## src/rtl/lu_pkg.sv

```systemverilog
// Shared definitions for the LU-factorization frame sequencing logic.
package lu_pkg;

   typedef enum logic [1:0] {
      ST_IDLE = 2'd0,
      ST_SYNC = 2'd1,
      ST_RUN  = 2'd2,
      ST_DONE = 2'd3
   } state_e;

   typedef enum logic [1:0] {
      PH_LOAD  = 2'd0,
      PH_DIV   = 2'd1,
      PH_ELIM  = 2'd2,
      PH_STORE = 2'd3
   } phase_e;

   localparam int unsigned LU_LIMIT    = 21;
   localparam int unsigned LU_N        = 4;
   localparam int unsigned LU_LOAD_LEN = 4;
   localparam int unsigned LU_DIV_LEN  = 4;
   localparam int unsigned LU_ELIM_LEN = 10;
   localparam int unsigned LU_CNT_W    = 5;
   localparam int unsigned LU_COL_W    = 2;

   // Successor of a global counter value, wrapping LIMIT -> 0.
   function automatic logic [LU_CNT_W-1:0] next_count(
      input logic [LU_CNT_W-1:0] c,
      input logic [LU_CNT_W-1:0] lim
   );
      return (c == lim) ? '0 : c + 1'b1;
   endfunction

endpackage

```

## src/rtl/lu_phase_decode.sv

```systemverilog
// Combinational map from frame count to datapath phase.
module lu_phase_decode
   import lu_pkg::*;
#(
   parameter int unsigned LOAD_LEN = LU_LOAD_LEN,
   parameter int unsigned DIV_LEN  = LU_DIV_LEN,
   parameter int unsigned ELIM_LEN = LU_ELIM_LEN
) (
   input  logic [LU_CNT_W-1:0] count,
   output phase_e              phase
);

   localparam logic [LU_CNT_W-1:0] LOAD_END = LU_CNT_W'(LOAD_LEN);
   localparam logic [LU_CNT_W-1:0] DIV_END  = LU_CNT_W'(LOAD_LEN + DIV_LEN);
   localparam logic [LU_CNT_W-1:0] ELIM_END = LU_CNT_W'(LOAD_LEN + DIV_LEN + ELIM_LEN);

   // Phase boundaries are cumulative; store takes whatever is left of the frame.
   always_comb begin
      phase = PH_STORE;
      if (count < LOAD_END) begin
         phase = PH_LOAD;
      end else if (count < DIV_END) begin
         phase = PH_DIV;
      end else if (count < ELIM_END) begin
         phase = PH_ELIM;
      end
   end

endmodule

```

## src/rtl/lu_frame_sequencer.sv

```systemverilog
// Steps column k through one global-counter frame each, emitting phase strobes.
//
// state | meaning
// ------+-----------------------------------------------------------
// IDLE  | waiting for start; col and err hold their last values
// SYNC  | run requested, waiting for count==LIMIT to align to a frame
// RUN   | one frame per column, strobes registered from sampled count
// DONE  | one-cycle done pulse, busy already low
module lu_frame_sequencer
   import lu_pkg::*;
#(
   parameter int unsigned LIMIT    = LU_LIMIT,
   parameter int unsigned N        = LU_N,
   parameter int unsigned LOAD_LEN = LU_LOAD_LEN,
   parameter int unsigned DIV_LEN  = LU_DIV_LEN,
   parameter int unsigned ELIM_LEN = LU_ELIM_LEN
) (
   input  logic                clk,
   input  logic                rst,
   input  logic [LU_CNT_W-1:0] count,
   input  logic                start,
   output logic                busy,
   output logic                done,
   output logic [LU_COL_W-1:0] col,
   output logic                load_en,
   output logic                div_en,
   output logic                elim_en,
   output logic                store_en,
   output logic                err
);

   if (LOAD_LEN + DIV_LEN + ELIM_LEN > LIMIT) begin : g_bad_phase_lens
      $error("lu_frame_sequencer: load+div+elim lengths exceed the frame limit");
   end

   localparam logic [LU_CNT_W-1:0] LIM      = LU_CNT_W'(LIMIT);
   localparam logic [LU_COL_W-1:0] COL_LAST = LU_COL_W'(N - 2);

   state_e              state_q, state_d;
   logic [LU_COL_W-1:0] col_q, col_d;
   logic [LU_CNT_W-1:0] prev_q, prev_d;
   logic [3:0]          strb_q, strb_d;   // {load, div, elim, store}
   logic                busy_q, busy_d;
   logic                done_q, done_d;
   logic                err_q, err_d;
   phase_e              phase;

   lu_phase_decode #(
      .LOAD_LEN (LOAD_LEN),
      .DIV_LEN  (DIV_LEN),
      .ELIM_LEN (ELIM_LEN)
   ) u_phase_decode (
      .count (count),
      .phase (phase)
   );

   // Next-state and registered-output logic; a broken count sequence aborts the run.
   always_comb begin
      state_d = state_q;
      col_d   = col_q;
      prev_d  = count;
      strb_d  = 4'b0000;
      busy_d  = busy_q;
      done_d  = 1'b0;
      err_d   = err_q;
      case (state_q)
         ST_IDLE: begin
            busy_d = 1'b0;
            if (start) begin
               state_d = ST_SYNC;
               busy_d  = 1'b1;
               err_d   = 1'b0;
               col_d   = '0;
            end
         end
         ST_SYNC: begin
            busy_d = 1'b1;
            if (count == LIM) begin
               state_d = ST_RUN;
               col_d   = '0;
            end
         end
         ST_RUN: begin
            if (count != next_count(prev_q, LIM)) begin
               err_d   = 1'b1;
               busy_d  = 1'b0;
               state_d = ST_IDLE;
            end else begin
               case (phase)
                  PH_LOAD:  strb_d = 4'b1000;
                  PH_DIV:   strb_d = 4'b0100;
                  PH_ELIM:  strb_d = 4'b0010;
                  PH_STORE: strb_d = 4'b0001;
                  default:  strb_d = 4'b0000;
               endcase
               if (count == LIM) begin
                  if (col_q == COL_LAST) begin
                     state_d = ST_DONE;
                  end else begin
                     col_d = col_q + 1'b1;
                  end
               end
            end
         end
         ST_DONE: begin
            done_d  = 1'b1;
            busy_d  = 1'b0;
            state_d = ST_IDLE;
         end
         default: begin
            state_d = ST_IDLE;
            busy_d  = 1'b0;
         end
      endcase
   end

   // State and output registers, cleared asynchronously.
   always_ff @(posedge clk or posedge rst) begin
      if (rst) begin
         state_q <= ST_IDLE;
         col_q   <= '0;
         prev_q  <= '0;
         strb_q  <= 4'b0000;
         busy_q  <= 1'b0;
         done_q  <= 1'b0;
         err_q   <= 1'b0;
      end else begin
         state_q <= state_d;
         col_q   <= col_d;
         prev_q  <= prev_d;
         strb_q  <= strb_d;
         busy_q  <= busy_d;
         done_q  <= done_d;
         err_q   <= err_d;
      end
   end

   assign busy     = busy_q;
   assign done     = done_q;
   assign col      = col_q;
   assign err      = err_q;
   assign load_en  = strb_q[3];
   assign div_en   = strb_q[2];
   assign elim_en  = strb_q[1];
   assign store_en = strb_q[0];

endmodule

```

## config.mk

```make
export PLATFORM = sky130hd
export DESIGN_NAME = lu_frame_sequencer
export DESIGN_NICKNAME = d
export VERILOG_FILES = /design/src/rtl/lu_pkg.sv /design/src/rtl/lu_phase_decode.sv /design/src/rtl/lu_frame_sequencer.sv
export SDC_FILE = /design/constraint.sdc
export NUM_CORES = 1
export LEC_CHECK = 0
export CELL_PAD_IN_SITES_DETAIL_PLACEMENT = 0
export CELL_PAD_IN_SITES_GLOBAL_PLACEMENT = 1
export CORE_ASPECT_RATIO = 0.6
export CORE_MARGIN = 1
export CORE_UTILIZATION = 36
export CTS_BUF_LIST = sky130_fd_sc_hd__clkbuf_8
export DETAILED_ROUTE_END_ITERATION = 12
export HOLD_SLACK_MARGIN = 0.03
export PLACE_DENSITY_LB_ADDON = 0.1
export RECOVER_POWER = 25
export SYNTH_ARGS = -nofsm -noshare
export SYNTH_HDL_FRONTEND = slang
export SYNTH_SLANG_ARGS = --single-unit
```

## constraint.sdc

```tcl
create_clock -name clk -period 3.9 [get_ports clk]
set_clock_uncertainty 0.15 [all_clocks]
set_input_delay 0.585 -clock clk [delete_from_list [all_inputs] [get_ports clk]]
set_output_delay 0.585 -clock clk [all_outputs]
set_load 0.01 [all_outputs]
```

==> results of run 1 <==
power breakdown:
part | switching, mW | internal (mW) | total, mW
clock | 0.0543 | 0.0894 | 0.144
sequential | 0.0157 | 0.179 | 0.194
combinational | 0.0320 | 0.0358 | 0.0679
per-layer routing:
layer  GRT usage  routed length [um]  up-vias
met2       0.199                 605       18
li1            -                   -      309
met3      0.0529                  80        2
met4      0.0341                  13        0
met1       0.219                 926      290
met5           0                   0        -
worst paths after layout:
path	start	slack, ns	to	cells past startpoint
max in group asynchronous	rst	2.53	prev_q[0]	2
setup / recovery	count[3]	1.51	col[0]	7
hold reg to reg	col[1]	0.36	col[1]	1
min in group asynchronous	rst	0.69	err	2
hold / removal	col[1]	0.36	col[1]	1
setup reg to reg	prev_q[0]	1.71	col[0]	7
placed cells by master (no fill, tap or decap), types with 2 or more instances in the layout:
master | Yosys | routed
dfrtp_1 | 16 | 16
clkdlybuf4s50_1 | 0 | 10
dlygate4sd3_1 | 0 | 6
nor2_1 | 5 | 5
nand2_1 | 4 | 4
inv_1 | 4 | 4
clkbuf_8 | 0 | 4
a21oi_1 | 3 | 3
o21ai_0 | 3 | 3
nor2b_1 | 3 | 3
nand2b_1 | 3 | 3
ha_1 | 3 | 3
mux2i_1 | 2 | 2
xor2_1 | 2 | 2
nor3_1 | 2 | 2
and4b_1 | 2 | 2
xnor2_1 | 2 | 2
o22ai_1 | 2 | 2
nor3_2 | 2 | 2
nor4_1 | 2 | 2
a21o_1 | 2 | 2
kinds of logic (layout without fill, tap and decap cells):
| family | count (synthesis) | in the layout | share of synthesized area |
|---|---|---|---|
| XOR/XNOR | 4 | 4 | 0.0424 |
| adder cells (fa/ha/maj) | 3 | 3 | 0.0454 |
| AND/OR/NAND/NOR | 32 | 32 | 0.272 |
| multiplexers | 2 | 2 | 0.0242 |
| AO/OA/AOI/OAI | 14 | 14 | 0.113 |
| flip-flops | 16 | 16 | 0.484 |
| buffers and inverters | 4 | 24 | 0.0181 |
worst register-to-register path, cell delays in order (launching register included):
cell,delay (ns)
dfrtp_1,0.42
ha_1,0.27
and4b_1,0.22
a211oi_2,0.17
xor2_1,0.22
nand4_2,0.22
nor4_1,0.35
a21o_1,0.12
cells in the mapped netlist (all sizes together):
library cell	n
dfrtp	16
nor2	5
inv	4
nand2	4
nand2b	4
nor3	4
o21ai	4
a21oi	3
and4b	3
ha	3
nor2b	3
nor4	3
a21o	2
mux2i	2
o22ai	2
xnor2	2
xor2	2
a211oi	1
a221o	1
and2	1
and3b	1
nand3	1
nand4	1
nor3b	1
o2bb2ai	1
or3	1
through the flow:
step,cells,utilization
detailed placement,121,0.474
floorplan,75,-
CTS,125,0.499
finish,125,0.499
global placement,121,0.474
global route,125,0.499
state kept, by name, indices dropped and copies added, names as in the netlist:
signal	cells
busy	1
col	2
done	1
err	1
prev_q	5
state_q	2
strb_q	4
layout make-up:
class / count / area [um2] / share of cell area
multi-input combinational: 55 / 412 / 0.381
timing repair buffer: 16 / 160 / 0.148
tap: 30 / 37.5 / 0.0348
inverter: 4 / 15.0 / 0.0139
clock buffer: 4 / 55.1 / 0.0510
sequential: 16 / 400 / 0.371
==> key figures, run 1 <==
Outcome
  – Status: finished, final reports clean

Timing
  – Hold slack: 0.361 ns
  – Min Clock Period, post-route: 2.39 ns
  – Final Hold Vio Count: 0
  – Sum of negative setup slack: 0 ns
  – Final setup viols: 0
  – RSZ-0062 raised after global routing: no
  – Max-slew headroom: 0.612
  – Fin. max-slew vios: 0
  – Highest Clock Rate: 0.418 GHz
  – Worst Tran Pin Value: 0.581 ns
  – Worst Setup Slack, final: 1.51 ns
  – Period utilization: 0.613

Clock network
  – Inserted Clock Buffers: 3
  – H-tree depth: 1
  – Hold-fix buffers, CTS: 0
  – Clk buf depth: 2
  – Clock Root Buffer: clkbuf_8
  – Post-CTS Setup Bufs: 0
  – CTS tree: built
  – Post-CTS Resized: 0
  – Worst-Skew Late Latency: 0.24 ns
  – Worst-path clk slew: 0.06 ns
  – CTS sink count: 16

Setup path
  – CP Launch Type: input pin
  – Crit. End Element: flip-flop
  – CP top delay family: simple AND/OR/NAND/NOR gates
  – CP bufs+invs: 1
  – Crit path largest cell delay: 0.64 ns
  – Most frequent cell on the critical path: nand2b_1
  – CP max FO: 6
  – Critical path cell sequence: dlygate4sd3_1, nand2b_1, nor3_2, nand2b_1, nor2_1, o2bb2ai_1, a21o_1
  – Worst Path Arrival: 2.38 ns
  – Worst path required time: 3.89 ns
  – CP max-delay cell: dlygate4sd3_1
  – Crit Path Class: input pin to flip-flop

Placed design
  – Routability cong.: 0.728
  – IO buf count: 16
  – Post-DP HPWL: 1240 um
  – Pre-CTS WS: 1.36 ns
  – Placed inst area: 1020 um2

Yosys
  – Syn nets: 86
  – Synth cell types: 31
  – Average size of a mapped cell: 11.0 um2
  – Gate Count Post-Synth: 75
  – Area share of the leading cell type in the synthesized netlist: 0.484
  – Post-synthesis cell area: 827 um2
  – Synth top area cells: dfrtp_1 (48%), ha_1 (4.5%), and4b_1 (2.4%)
  – Register area share after synthesis: 0.484
  – YS warnings: 0
  – Post-synth top area cell: dfrtp_1
  – Synth Register Bits: 16

Run
  – Max_cap viols: 0

Detailed routing
  – Via count: 619
  – # DRC: 0
  – Initial DRC count: 27
  – DR vias/cell: 4.95
  – DRT Pass-1 Iters: 4
  – Detail Route Antenna Nets: 0
  – Final WL: 1630 um
  – Routed wire per std cell: 13.0 um

Layout
  – Layout area overhead: 30.6%
  – Final Instance Area: 1080 um2
  – Inserted Diodes: 0
  – Fillers: 205
  – Layout cells sized above 1: 0.126
  – Final nets: 107

GRT
  – Number of global-route vias before repair: 544
  – First-pass GRT wire length: 2620 um
  – Largest net degree at the start of global routing: 17
  – GRT Util Overall: 0.149
  – Initial antenna violation count: 0
  – Overflow after GRT: 0

Min path
  – Hold WC Path Type: flip-flop to flip-flop

Die
  – Die Width: 63.9 um
  – Die Area: 2500 um2
  – Initial core utilization: 0.382
  – Die Ht: 39.1 um
  – Core area: 2160 um2
  – FP Rows: 13
  – Top Ports: 17

Pwr
  – Overall Power: 406 uW
  – Peak VDD IR: 261 uV
  – Leak: 0.466 nW
  – Pwr Density: 376 nW/um2
(Power assumes the default switching activity.)
==> run 2: changes to the inputs <==
==> constraint.sdc (replaced) <==
create_clock -name clk -period 2.4 [get_ports clk]
set_clock_uncertainty 0.15 [all_clocks]
set_input_delay 0.36 -clock clk [delete_from_list [all_inputs] [get_ports clk]]
set_output_delay 0.36 -clock clk [all_outputs]
set_load 0.01 [all_outputs]
==> run 2 against run 1 <==
- count of clock-buffer cells in the layout is the same
- sequential share of layout area shrank 0.38 points
- critical endpoint unchanged
- flip-flop and latch count is the same
- setup slack lost 1.3 ns
- core utilization grew 0.52 points
- final cell count grew 1.6%
- routed wire length shrank 1.7%
- total power grew 63%
- combinational power grew 65%
- global-route usage grew 0.79 points
- die area is the same
==> key figures, run 2 (synthesized netlist as in run 1, its figures left out) <==
Die
  – Initial core utilization: 0.382
  – Die Width: 63.9 um
  – Core area: 2160 um2
  – FP Rows: 13
  – Die Area: 2500 um2
  – Die Ht: 39.1 um
  – Top Ports: 17

GRT
  – Number of global-route vias before repair: 555
  – GRT Util Overall: 0.156
  – Overflow after GRT: 0
  – Largest net degree at the start of global routing: 17
  – Initial antenna violation count: 0
  – First-pass GRT wire length: 2650 um

Pwr
  – Pwr Density: 608 nW/um2
  – Leak: 0.472 nW
  – Peak VDD IR: 310 uV
  – Overall Power: 664 uW

Setup path
  – Reg2reg start: prev_q[0]
  – CP bufs+invs: 0
  – Crit Path Class: flip-flop to flip-flop
  – CP Launch Type: flip-flop
  – Critical Path Stages: 7
  – R2r worst-path depth: 7
  – CP max-delay cell: dfrtp_1
  – Worst reg2reg path endpoint: col[0]
  – CP max FO: 6
  – Worst Path Arrival: 2.15 ns
  – Crit. End Element: flip-flop
  – Reg2Reg Setup Slack: 0.24 ns
  – CP top delay family: compound AO/OA/AOI/OAI gates
  – Worst path required time: 2.39 ns
  – Critical path cell sequence: ha_1, and4b_1, a211oi_2, xor2_1, nand4_2, o2bb2ai_1, a21o_1
  – Crit path largest cell delay: 0.42 ns

Min path
  – Hold path endpoint: col[1]
  – Min-Delay Startpoint: col[1]
  – Hold path depth: 1
  – Hold WC Path Type: flip-flop to flip-flop

Placed design
  – IO buf count: 16
  – Routability cong.: 0.704
  – Pre-CTS WS: 0.203 ns
  – DP Cell Count: 123
  – Post-DP HPWL: 1180 um

Clock network
  – Post-CTS Resized: 0
  – Hold-fix buffers, CTS: 0
  – Clock Root Buffer: clkbuf_8
  – Worst-Skew Late Latency: 0.25 ns
  – Clk buf depth: 2
  – H-tree depth: 1
  – CTS tree: built
  – CTS sink count: 16
  – Worst-path clk slew: 0.06 ns
  – Post-CTS Setup Bufs: 0
  – Inserted Clock Buffers: 3

Timing
  – Worst Setup Slack, final: 0.244 ns
  – Sum of negative setup slack: 0 ns
  – Period utilization: 0.898
  – Fin. max-slew vios: 0
  – Min Clock Period, post-route: 2.16 ns
  – Max-slew headroom: 0.596
  – Worst Tran Pin Value: 0.605 ns
  – Final setup viols: 0
  – RSZ-0062 raised after global routing: no
  – Final Hold Vio Count: 0
  – Highest Clock Rate: 0.464 GHz

Layout
  – Layout area overhead: 31.9%
  – Final nets: 109
  – Commonest non-fill, non-tap cell in the layout: dfrtp_1
  – Layout cells sized above 1: 0.134
  – Max reg flops: 5
  – Finished Core Util: 0.504
  – Most frequent cells in the layout: dfrtp_1 (16), clkdlybuf4s50_1 (11), nor2_1 (5), dlygate4sd3_1 (5)
  – Post-route insts no fill: 127
  – Most flops, register: prev_q
  – Inserted Diodes: 0
  – Top flop regs: prev_q (5), strb_q (4)

Detailed routing
  – Final WL: 1600 um
  – DRT Pass-1 Iters: 4
  – Via count: 612
  – Routed wire per std cell: 12.6 um
  – DR vias/cell: 4.82
  – # DRC: 0
  – Initial DRC count: 22
  – Detail Route Antenna Nets: 0

Run
  – Max_cap viols: 0

Outcome
  – Status: finished, final reports clean
[run 2: cell types whose count changed in the layout (fill, tap and decap cells not counted)]
cell	delta
clkdlybuf4s50_1	+1
dlygate4sd3_1	-1
clkbuf_1	+1
buf_4	+1
[run 2: routing by layer]
layer	part of all wire	up-vias	wire, um	track usage
met1	0.57	274	911	0.220
met3	0.060	4	96	0.0647
li1	-	317	-	-
met2	0.36	17	568	0.194
met5	0	-	0	0
met4	0.014	0	22	0.0852
[run 2: final cells by class]
| class | instances | area [um2] |
|---|---|---|
| clock buffers | 4 | 55.1 |
| inverters | 4 | 15.0 |
| flip-flops and latches | 16 | 400 |
| well taps | 30 | 37.5 |
| multi-input cells | 55 | 412 |
| repair buffers | 18 | 171 |
| fillers | 201 | 1070 |
[run 2: report_power, final]
part           leakage (nW)  internal (mW)  switching, mW
combinational         0.239         0.0598         0.0519
sequential            0.204          0.290         0.0251
clock                0.0288          0.146         0.0909
[run 2: metrics by stage]
step,hold slack (ns),instance area [um2]
2_1_floorplan,0.124,827
3_3_place_gp,0.341,1040
3_5_place_dp,0.352,1040
4_1_cts,0.361,1090
5_1_grt,0.391,1090
6_report,0.360,1090
[run 2: how the worst max path moves through the flow]
stage	end	start
after floorplan	state_q[0]	prev_q[0]
after global placement	col[0]	count[2]
after detailed placement	col[0]	count[2]
after CTS	strb_q[0]	prev_q[0]
after global routing	strb_q[0]	prev_q[0]
final	col[0]	prev_q[0]
[run 2: worst register-to-register path, delay by kind of cell (launching register included)]
kind / cells / cell delay [ns]
compound gates: 3 / 0.57
simple gates: 2 / 0.44
flops: 1 / 0.42
fa+ha+maj: 1 / 0.25
xor+xnor: 1 / 0.22
